$ cat src/rtl/mux2_rr_pkg.sv
// Shared types and default widths for the two-channel round-robin mux stage.
package mux2_rr_pkg;

  localparam int WIDTH_DEF = 8;
  localparam int CNT_W_DEF = 16;

  typedef enum logic {
    SRC_A = 1'b0,
    SRC_B = 1'b1
  } src_t;

  typedef enum logic {
    EMPTY = 1'b0,
    FULL  = 1'b1
  } buf_state_t;

endpackage : mux2_rr_pkg

$ cat src/rtl/mux2.sv
// Plain two-input datapath multiplexer: y = s ? b : a.
module mux2 #(
  parameter int WIDTH = 8
) (
  input  logic [WIDTH-1:0] a,
  input  logic [WIDTH-1:0] b,
  input  logic             s,
  output logic [WIDTH-1:0] y
);

  assign y = s ? b : a;

endmodule : mux2

$ cat src/rtl/mux2_rr_stage.sv
// Round-robin arbiter steering mux2, with a single-entry valid/ready output
// buffer and per-source transfer counters.
module mux2_rr_stage
  import mux2_rr_pkg::*;
#(
  parameter int WIDTH = WIDTH_DEF,
  parameter int CNT_W = CNT_W_DEF
) (
  input  logic             clk,
  input  logic             reset_n,
  input  logic [WIDTH-1:0] a_data,
  input  logic             a_valid,
  output logic             a_ready,
  input  logic [WIDTH-1:0] b_data,
  input  logic             b_valid,
  output logic             b_ready,
  output logic [WIDTH-1:0] y_data,
  output logic             y_src,
  output logic             y_valid,
  input  logic             y_ready,
  output logic             sel,
  output logic [CNT_W-1:0] a_count,
  output logic [CNT_W-1:0] b_count
);

  buf_state_t       state, state_nxt;
  src_t             last, sel_q, grant, sel_c;
  logic             any_valid, can_accept, xfer;
  logic [WIDTH-1:0] mux_y;
  logic [WIDTH-1:0] y_data_q;
  src_t             y_src_q;
  logic [CNT_W-1:0] a_cnt, b_cnt;

  mux2 #(.WIDTH(WIDTH)) u_mux2 (
    .a (a_data),
    .b (b_data),
    .s (sel_c),
    .y (mux_y)
  );

  // Arbitration: a contested cycle goes to whichever channel was not served last.
  always_comb begin
    // NOTE: every output of a combinational block gets a default first, so no path can infer a latch.
    grant     = SRC_A;
    any_valid = a_valid | b_valid;
    if (a_valid && b_valid) begin
      grant = (last == SRC_A) ? SRC_B : SRC_A;
    end else if (b_valid) begin
      grant = SRC_B;
    end
    sel_c = any_valid ? grant : sel_q;
  end

  // Readies are forced low while reset is held so nothing transfers into a buffer being cleared.
  assign can_accept = (state == EMPTY) || y_ready;
  assign a_ready    = reset_n && can_accept && a_valid && (grant == SRC_A);
  assign b_ready    = reset_n && can_accept && b_valid && (grant == SRC_B);
  assign xfer       = a_ready || b_ready;

  always_comb begin
    state_nxt = state;
    if (xfer) begin
      state_nxt = FULL;
    end else if (state == FULL && y_ready) begin
      state_nxt = EMPTY;
    end
  end

  always_ff @(posedge clk) begin
    // NOTE: reset is synchronous (sampled only at the clock edge), and state uses non-blocking assignments.
    if (!reset_n) begin
      state <= EMPTY;
    end else begin
      state <= state_nxt;
    end
  end

  always_ff @(posedge clk) begin
    if (!reset_n) begin
      sel_q    <= SRC_A;
      last     <= SRC_B;
      y_data_q <= '0;
      y_src_q  <= SRC_A;
      a_cnt    <= '0;
      b_cnt    <= '0;
    end else begin
      sel_q <= sel_c;
      if (xfer) begin
        y_data_q <= mux_y;
        y_src_q  <= sel_c;
        last     <= sel_c;
        if (sel_c == SRC_A) begin
          a_cnt <= a_cnt + CNT_W'(1);
        end else begin
          b_cnt <= b_cnt + CNT_W'(1);
        end
      end
    end
  end

  assign sel     = sel_c;
  assign y_data  = y_data_q;
  assign y_src   = y_src_q;
  assign y_valid = (state == FULL);
  assign a_count = a_cnt;
  assign b_count = b_cnt;

endmodule : mux2_rr_stage
$ cat config.mk
export PLATFORM = sky130hd
export DESIGN_NAME = mux2_rr_stage
export DESIGN_NICKNAME = d
export VERILOG_FILES = /design/src/rtl/mux2_rr_pkg.sv /design/src/rtl/mux2.sv /design/src/rtl/mux2_rr_stage.sv
export SDC_FILE = /design/constraint.sdc
export NUM_CORES = 1
export LEC_CHECK = 0
export CAP_MARGIN = 25
export CORE_MARGIN = 2
export CORE_UTILIZATION = 40
export CTS_BUF_LIST = sky130_fd_sc_hd__clkbuf_16
export DETAILED_ROUTE_END_ITERATION = 10
export HOLD_SLACK_MARGIN = 0.08
export PLACE_DENSITY = 0.7
export SYNTH_ARGS = -nofsm -noshare
export SYNTH_HDL_FRONTEND = slang
export SYNTH_HIERARCHICAL = 1
export SYNTH_SLANG_ARGS = --single-unit
$ cat constraint.sdc
create_clock -name clk -period 2.9 [get_ports clk]
set_clock_uncertainty 0.15 [all_clocks]
set_input_delay 0.435 -clock clk [delete_from_list [all_inputs] [get_ports clk]]
set_output_delay 0.435 -clock clk [all_outputs]
set_load 0.01 [all_outputs]
* Word-level counts from Yosys, hierarchy flattened
Cells that the tools add are included.
Cells by class: $add $sub $neg 2, bitwise logic cells 4, multiplexer cells 7, reduce and logical (&&, ||, !) cells 12
Operators by type and width (count):
- $add A16 B1 Y16 const B | 2
- $mux W8 | 1
- $logic_and A1 B1 Y1 | 7
- $mux W1 | 6
- $reduce_and A2 Y1 | 2
- $not A1 Y1 | 3
- $logic_or A1 B1 Y1 | 2
- $reduce_bool A2 Y1 | 1
- $or A1 B1 Y1 | 1
Word-level totals: input bits 21, output and inout port bits 45, word-level logic and storage cells 32, register bits 44

* Logic depth before layout (Yosys ltp)
depth in word-level cells 7, mapped depth 6, gate-level depth less buffers 5

* By module
The synthesis kept the hierarchy.
Modules (own cells, without submodules):
- mux2_rr_stage | instances 1, area an instance 2054.5 um^2, sequential area each 880.8 um^2, cells an instance 226
- mux2 | instances 1, area an instance 131.4 um^2, sequential area each 0.0 um^2, cells an instance 9

* Worst setup path after synthesis
Ideal clock, no wire load.
path kind flip-flop to flip-flop, start point register a_cnt[0], in the netlist a_count[0], end point register a_cnt[10], in the netlist a_count[10], stages on the path, launching flop included 7, data arrival time 1.493 ns, path buffers 1, setup time 0.071 ns, required time 2.679 ns, setup slack 1.186 ns, cell sequence dfxtp_1 > ha_1 > and2_1 > nand4_1 > buf_2 > or3_1 > a21oi_1
On the way: cells in the longest elaborated chain, start to end 1
Ends and longest elaborated chain:
- from (decl) | RTL line mux2_rr_stage.sv:32 | logic [CNT_W-1:0] a_cnt, b_cnt;
- from (signal assigned) | RTL line mux2_rr_stage.sv:93 | a_cnt <= a_cnt + CNT_W'(1);
- $add A16 B1 Y16 | RTL line mux2_rr_stage.sv:93
No other way between the ends. A chain may end at the register's enable or synchronous reset.

* Worst setup path after layout
start point input b_valid, end point output b_ready
On the way: cells in the longest elaborated chain, start to end 3, elaborated cells on any way between the ends 5
Ends and longest elaborated chain:
- from (decl) | RTL line mux2_rr_stage.sv:15 | input logic b_valid,
- $mux W1 or $logic_and A1 B1 Y1 (tied branches) | RTL line mux2_rr_stage.sv:48, mux2_rr_stage.sv:46
- $mux W1 | RTL line mux2_rr_stage.sv:46 | if (a_valid && b_valid) begin
- $logic_and A1 B1 Y1 (*) | RTL line mux2_rr_stage.sv:57 | assign b_ready = reset_n && can_accept && b_valid && (grant == SRC_B);
- to (decl) | RTL line mux2_rr_stage.sv:16 | output logic b_ready,
Every way passes the cells marked *; elsewhere a longest branch is shown, timed or not.

==> flow_metrics.py <==
metrics = {
    "hold_path": {
        "min_path_type": "reg2reg",
        "worstHoldStart": "y_src$_SDFFE_PN0P_",
        "min_path_cells": 2,
        "holdPathEnd": "y_src$_SDFFE_PN0P_",
    },
    "cells_and_area": {
        "fill_cells": 493,
        "layout_commonest_cell": "clkdlybuf4s50_1",
        "antenna_cells": 0,
        "area_growth_pct": 39.2,
        "regArea_sq_um": 881,
        "fin_util_pct": 58.4,
        "multi_input_area_sq_um": 1200,
        "final_cell_mix": "65 x clkdlybuf4s50_1, 44 x dfxtp_1, 24 x a21oi_1",
        "nets": 326,
        "drive_gt1_share_pct": 10.2,
    },
    "power_and_ir_drop": {
        "powerDensity_nw_per_um2": 440,
        "p_int_mw": 1.03,
        "swShare_pct": 23.0,
        "peakVddDrop_v": 0.000297,
        "power_mw": 1.34,
        "power_switching_mw": 0.308,
        "combPwrFrac_pct": 12.5,
        "p_leak_nw": 1.09,
        "seq_power_share_pct": 47.4,
        "clkPwrFrac_pct": 40.2,
    },
    "grt": {
        "antenna_found_initial": 0,
        "grt_pass1_wl_mm": 8.59,
        "grt_max_degree": 39,
        "first_global_vias": 1834,
        "grt_util_all_layers_pct": 17.4,
        "gr-total-overflow": 0,
    },
    "sta": {
        "slew-limit-headroom_pct": 62.6,
        "period_share_pct": 89.6,
        "hold_viol_final": 0,
        "tns_ns": 0,
        "rsz0062_at_grt": "false",
        "timing.final.crit_period_ns": 2.60,
        "fmax_mhz": 385,
        "maxSlewViolCount": 0,
        "setup_viol": 0,
        "tightestPinTransition_ns": 0.559,
    },
    "floorplanning": {
        "fp-row-count": 26,
        "dieArea_sq_um": 6070,
        "die_h_microns": 77.9,
        "initial_core_util_pct": 42.0,
        "core_sq_um": 5200,
        "die_x_microns": 77.9,
        "ios": 66,
    },
    "drt": {
        "vias": 2068,
        "firstDrtPassIters": 4,
        "wire_per_inst_microns": 14.3,
        "wl_mm": 5.35,
        "avgViaCountPerCell": 5.53,
        "drcViolationCount": 0,
        "ant_nets": 0,
        "drt_iter0_markers": 110,
    },
    "worst_setup_path": {
        "slowest_delay_ns": 0.58,
        "crit_chain": "clkdlybuf4s50_1 -> a21boi_1 -> nand3_1 -> inv_1 -> clkdlybuf4s50_1",
        "cpMostUsedCell": "clkdlybuf4s50_1",
        "r2r_start": "a_count[0]$_SDFFE_PN0P_",
        "crit_buf_inv": 3,
        "cp_data_arrival_time_ns": 2.01,
        "r2r_setup_slack_ns": 0.95,
        "worstSetupStartpointType": "input pin",
        "path_max_fanout": 7,
        "ff2ff_path_depth": 6,
        "slowest_stage": "clkdlybuf4s50_1",
        "cp_data_required_time_ns": 2.32,
        "crit_type": "in2out",
        "r2r_end": "a_count[8]$_SDFFE_PN0P_",
        "cp_top_family": "buffers and inverters",
        "endpoint_kind": "output pin",
    },
    "cts": {
        "cts.sinks": 44,
        "ctsResizeCount": 0,
        "cts_tree": "built",
        "clkLatencyLatePin_ns": 0.28,
        "cts_buffer_depth": 2,
        "holdBufCountCts": 0,
        "cts_inserted_buffers": 5,
        "cts_setup_buffers": 0,
        "clk_pin_slew_ns": 0.06,
        "root_buffer": "clkbuf_16",
        "htreeDepth": 2,
    },
    "synthesis": {
        "synthXorXnorAreaFrac_pct": 1.60,
        "syn_area_per_cell_sq_um": 9.30,
        "synth_top_family_by_area": "simple AND/OR/NAND/NOR gates",
        "syn_nets": 258,
        "synthArstFlopShare_pct": 0,
        "synth-main-ff-cell": "dfxtp_1",
        "synthAdderAreaFrac_pct": 1.14,
        "synth_edf_count": 0,
        "synth_compound_area_share_pct": 18.1,
        "yosysSeqAreaShare_pct": 40.3,
        "synth-simple-area-share_pct": 23.8,
        "ys_warn_count": 6,
        "synth_cells": 235,
        "ys_ff_latch": 44,
        "synth.distinct_cells": 45,
        "synthMuxAreaShare_pct": 10.1,
        "syn_area_sq_um": 2190,
    },
    "placed_design": {
        "dp.final_hpwl_mm": 3.79,
        "gp_congestion": 0.854,
        "port-buffer-count": 65,
    },
    "job": {
        "drv_cap": 0,
    },
    "outcome": {
        "status": "completed",
    },
}
[cells in the mapped netlist, drive strengths merged (7+ instances only)]
library cell  instances  share of area, %
dfxtp                44                40
a21oi                24               5.5
nand3                17               4.4
nand2                13               2.2
nor2                 13               2.2
o31ai                13               4.5
or4                  13               4.5
o21ai                11               2.5
mux2i                10               4.6
buf                   8               2.6
mux2                  8               5.5
inv                   7               1.2
or3                   7               2.0
[power groups by stage]
stage	clock, mW	combinational [mW]	sequential [mW]
after floorplan	0	0.0854	0.652
after global placement	0	0.166	0.646
after detailed placement	0	0.167	0.647
after CTS	0.548	0.168	0.634
after global routing	0.577	0.180	0.636
final	0.537	0.167	0.634
[metal layers]
metal,global-route usage (%),vias up,routed length [microns]
met1,21.5,966,2460
met3,6.74,6,370
met2,27.8,71,2470
li1,-,1025,-
met4,5.79,0,51
met5,0,-,0
[worst min-delay path, stage by stage, from the launching register on]
cell and delay, ns:
dfxtp_1 0.31, nand3_1 0.06, nand2_1 0.05
[worst max path at each step]
stage | end | depth (start not counted) | slack [ns] | start
5_1_grt | b_ready | 5 | 0.19 | b_valid
4_1_cts | b_ready | 5 | 0.30 | b_valid
2_1_floorplan | a_count[10]$_SDFFE_PN0P_ | 6 | 1.19 | a_count[0]$_SDFFE_PN0P_
3_3_place_gp | b_ready | 5 | 0.32 | b_valid
3_5_place_dp | b_ready | 5 | 0.32 | b_valid
6_report | b_ready | 5 | 0.30 | b_valid
[cells by family (layout without fill, tap and decap cells)]
logic type / Yosys count / in the layout
adder cells (fa/ha/maj): 2 / 2
AO/OA/AOI/OAI: 62 / 62
AND/OR/NAND/NOR: 86 / 86
buffers and inverters: 19 / 88
multiplexers: 18 / 18
XOR/XNOR: 4 / 4
flip-flops: 44 / 44
[area by class of cell]
| cell class | count | share of cell area, % |
|---|---|---|
| clock buffers | 5 | 4.11 |
| clock inverters | 3 | 0.494 |
| inverters | 7 | 0.864 |
| multi-input cells | 172 | 39.3 |
| flip-flops and latches | 44 | 29.0 |
| well taps | 70 | 2.88 |
| repair buffers | 73 | 23.4 |
[registers in the layout (all words and copies together), names as in the netlist]
signal / count
sel_q: 1
a_count: 16
y_src: 1
y_valid: 1
last: 1
y_data: 8
b_count: 16
[stage by stage]
step,cells,cell area (sq um),setup slack [ns],hold WS [ns]
floorplan,235,2190,1.19,0.328
global placement,366,2900,0.316,0.309
detailed placement,366,2900,0.316,0.303
CTS,374,3040,0.301,0.320
global route,374,3040,0.187,0.330
finish,374,3040,0.301,0.312
Power figures use the tool's default switching activity.
==> patch 1: new RTL, config.mk and constraints unchanged <==
Set the package constant `WIDTH_DEF` to 6 (it was 8).
--- a/src/rtl/mux2_rr_pkg.sv
+++ b/src/rtl/mux2_rr_pkg.sv
@@ -2,5 +2,5 @@
 package mux2_rr_pkg;
 
-  localparam int WIDTH_DEF = 8;
+  localparam int WIDTH_DEF = 6;
   localparam int CNT_W_DEF = 16;
 
Interface: changed (resized a_data, b_data and y_data); port bits go from 66 to 60. The function was not compared with the original's and may differ.
==> patch 1 against the original RTL <==
- sequential power down 4.9%
- total power down 6.4%
- sequential share of layout area up 1.3 points
- via count down 13%
- synthesized cell count down 11%
- highest routed layer unchanged
- largest cell class unchanged
- wire length down 21%
- sequential cell count down 2
- final area down 8.7%
- core utilization about the same
- synthesized area down 9.4%
- setup slack worse by 78 ps
==> patch 1: results (changes against the original RTL) <==
path_clk_slew_ps: 50
post_cts_resized: 0  # unchanged
cts.htree.levels: 2  # unchanged
cts_setup_buffers: 0  # unchanged
synth_nets: 229  # -11%
p_leak_uw: 0.00104  # -5.1%
nNetsFinal: 291  # -11%
insertion_delay_ps: 270
port_buffers: 59  # -9.2%
routed_wl_um: 4230  # -21%
drt_iter0_drc: 84  # -24%
worst_slew_pin_slew_ps: 720  # +161 ps
dp_hpwl_um: 3030  # -20%
grt_pass1_vias: 1478  # -19%
drive_above_1_share_pct: 9.19  # -1.0 points
yosys.area_share.adder_pct: 1.26  # +0.12 points
ys_seq_area_share_pct: 42.5  # +2.2 points
status: "completed"
synthXorXnorAreaFrac_pct: 3.10  # +1.5 points
fill_cells: 429  # -13%
arrival_ps: 2090  # +80 ps
muxShareOfSynthArea_pct: 11.6  # +1.5 points
grt_max_degree: 27  # -31%
peakVddDrop_mv: 0.239  # -20%
path_max_fanout: 8  # +1
grt_usage_pct: 16.0  # -1.4 points
gp_congestion: 0.763  # -11%
antenna_found_initial: 0  # unchanged
ys_types: 38  # -16%
synthTopCellsByCount: "42 x dfxtp_1, 20 x nand2_1, 14 x mux2i_1, 14 x nor2_1, 12 x a21oi_1"
synth_compound_area_share_pct: 13.3  # -4.8 points
ys_async_sr_fraction_pct: 0  # unchanged
num_vias: 1789  # -13%
grt_pass1_wl_um: 6840  # -20%
yosys-top-cells-area: "dfxtp_1 42%, mux2i_1 7.1%, mux2_4 4.5%"
pre_cts_slack_ps: 233  # -83.6 ps
[patch 1: changes by cell type after synthesis, moves of 3 or more]
| cell | delta |
|---|---|
| nor3b_1 | +3 |
| nand2_1 | +7 |
| nand3_1 | -7 |
| and3_1 | +4 |
| o31ai_1 | -10 |
| inv_1 | -4 |
| clkbuf_1 | +3 |
| mux2i_1 | +4 |
| or4_1 | -10 |
| nand4_1 | +6 |
| a21oi_1 | -12 |
[patch 1: area by class of cell]
cell class / count / area [um^2] / area share [%]
clock buffers: 5 / 125 / 4.50
flip-flops and latches: 42 / 841 / 30.3
repair buffers: 66 / 643 / 23.2
well taps: 67 / 83.8 / 3.02
multi-input cells: 153 / 1060 / 38.2
inverters: 4 / 15.0 / 0.541
clock inverters: 2 / 7.51 / 0.270
[patch 1: through the flow]
| stage | cells | total power [uW] | instance area [um^2] |
|---|---|---|---|
| global route | 339 | 1300 | 2780 |
| detailed placement | 332 | 762 | 2650 |
| CTS | 339 | 1270 | 2780 |
| floorplan | 210 | 694 | 1980 |
| finish | 339 | 1250 | 2780 |
| global placement | 332 | 761 | 2650 |
[patch 1: report_power, final]
part	internal, uW	leakage, uW	switching, uW
clock network	307	0.0000723	197
registers	592	0.000341	10.7
logic	83.4	0.000624	62.0
[patch 1: final timing paths]
check / from / endpoint / slack, ps / depth (start not counted)
worst max-delay path: a_valid / b_ready / 220 / 4
worst min-delay path: a_count[15] / a_count[15] / 310 / 1
worst max register to register: b_count[3] / b_count[9] / 920 / 4
worst min register to register: a_count[15] / a_count[15] / 310 / 1
[patch 1: logic make-up (layout without fill, tap and decap cells)]
| family | after synthesis | count (layout) |
|---|---|---|
| AND/OR/NAND/NOR | 85 | 85 |
| flip-flops | 42 | 42 |
| AO/OA/AOI/OAI | 39 | 39 |
| multiplexers | 20 | 20 |
| buffers and inverters | 15 | 77 |
| XOR/XNOR | 7 | 7 |
| adder cells (fa/ha/maj) | 2 | 2 |
[patch 1: worst max-delay path: stages]
cell	delay [ps]
clkdlybuf4s50_1	590
a21boi_2	280
and3_1	230
clkdlybuf4s50_1	550
[patch 1: routing by layer]
layer | routed length [um] | part of all wire [%] | track usage (%) | up-vias
met1 | 2000 | 47 | 21.8 | 825
met2 | 1920 | 45 | 23.8 | 58
met5 | 0 | 0 | 0 | -
met3 | 275 | 6.5 | 3.52 | 2
li1 | - | - | - | 904
met4 | 41 | 0.97 | 7.74 | 0
==> patch 2: new RTL, same settings <==
Made on the original files. Register the output `a_count` once more, cleared by the reset; this adds one clock of latency there. The other outputs are not delayed to match.
--- a/src/rtl/mux2_rr_stage.sv
+++ b/src/rtl/mux2_rr_stage.sv
@@ -103,5 +103,11 @@
   assign y_src   = y_src_q;
   assign y_valid = (state == FULL);
-  assign a_count = a_cnt;
+  always_ff @(posedge clk) begin
+    if (!reset_n) begin
+      a_count <= '0;
+    end else begin
+      a_count <= a_cnt;
+    end
+  end
   assign b_count = b_cnt;
 
Behaviour: not the same (a bounded check fails within 4 cycles, from zero or initial values and one cycle with reset_n low).
==> patch 2 against the original RTL <==
- first-iteration DRC count fell by 26%
- final area rose by 16%
- critical path type unchanged
- via count rose by 0.92%
- total power rose by 42%
- synthesized area rose by 16%
- wire length barely moved
- critical endpoint unchanged
- sequential cell count rose by 16
- maximum frequency fell by 0.79%
- sequential power rose by 35%
- setup slack got worse by 21 ps
- global-route usage fell by 1.2 points
- sequential share of layout area rose by 5.2 points
==> patch 2: results (changes against the original RTL) <==
grt_usage_pct: 16.2  # -1.2 points
drt_iter0_drc: 81  # -26%
yosys-top-cells-area: "dfxtp_1 48%, mux2_4 4.8%, and2_1 4.2%"
synthTopCellsByCount: "60 x dfxtp_1, 23 x nor2_1, 17 x and2_1"
peakVddDrop_mv: 0.372  # +25%
cts_made_buffers: 9  # +4
cts.htree.levels: 3  # +1
insertion_delay_ps: 320  # +40 ps
cp_slowest_stage_delay_ps: 560  # -20 ps
status: "completed"
grt_pass1_vias: 1997  # +8.9%
ys_seq_area_share_pct: 47.6  # +7.3 points
avgViaCountPerCell: 5.13  # -7.3%
nNetsFinal: 350  # +7.4%
fill_cells: 535  # +8.5%
path_clk_slew_ps: 50
p_leak_uw: 0.00136  # +24%
ys_types: 44  # -2.2%
grt_pass1_wl_um: 9210  # +7.2%
dp_hpwl_um: 3930  # +3.6%
drive_above_1_share_pct: 11.4  # +1.2 points
grt_max_degree: 24  # -38%
arrival_ps: 2030  # +20 ps
gp_congestion: 0.784  # -8.3%
avgRoutedWirePerCell_um: 13.2  # -8.1%
synth_nets: 278  # +7.8%
patch 2: changes by cell type after synthesis, sizes merged, moves of 6 or more:
cell	change
a21oi	-9
and2	+15
dfxtp	+16
mux2	+6
nand3	-10
nand4	+6
nor2	+10
patch 2: cell type report:
class                           instances  area share [%]
Multi-Input combinational cell        175            34.8
Sequential cell                        60            34.2
Inverter                                7           0.748
Clock inverter                          7           0.748
Clock buffer                            9            6.41
Tap cell                               75            2.67
Timing Repair Buffer                   74            20.4
patch 2: cell families after synthesis:
logic type	count (synthesis)	synth area share (%)
compound gates	38	9.51
xor+xnor	7	2.43
fa+ha+maj	2	0.991
buf+inv	20	4.01
flops	60	47.6
mux	24	11.4
simple gates	104	24.1
patch 2: metal layers:
metal	track usage [%]	routed length (um)
met1	20.7	2370
met2	25.1	2510
met3	4.85	378
met4	7.92	98
met5	0	0
patch 2: path summary, 6_finish.rpt:
path | from | endpoint | slack (ps) | cells after the start
max | a_valid | b_ready | 280 | 5
min | a_cnt[15] | a_cnt[15] | 280 | 1
max reg2reg | b_count[0] | b_count[12] | 830 | 5
min reg2reg | a_cnt[15] | a_cnt[15] | 280 | 1
patch 2: power breakdown:
group | switching [uW] | total (uW) | internal (uW)
sequential | 12.2 | 856 | 844
clock | 328 | 882 | 554
combinational | 70.4 | 167 | 97.0
patch 2: per-stage QoR:
stage / cells / utilization, % / setup WS, ps / cell area, um^2 / hold slack, ps
4_1_cts: 406 / 58.2 / 270 / 3510 / 286
3_5_place_dp: 390 / 54.0 / 258 / 3250 / 277
2_1_floorplan: 255 / - / 1060 / 2520 / 261
5_1_grt: 407 / 58.3 / 157 / 3510 / 322
3_3_place_gp: 390 / 54.0 / 294 / 3250 / 271
6_report: 407 / 58.3 / 281 / 3510 / 284
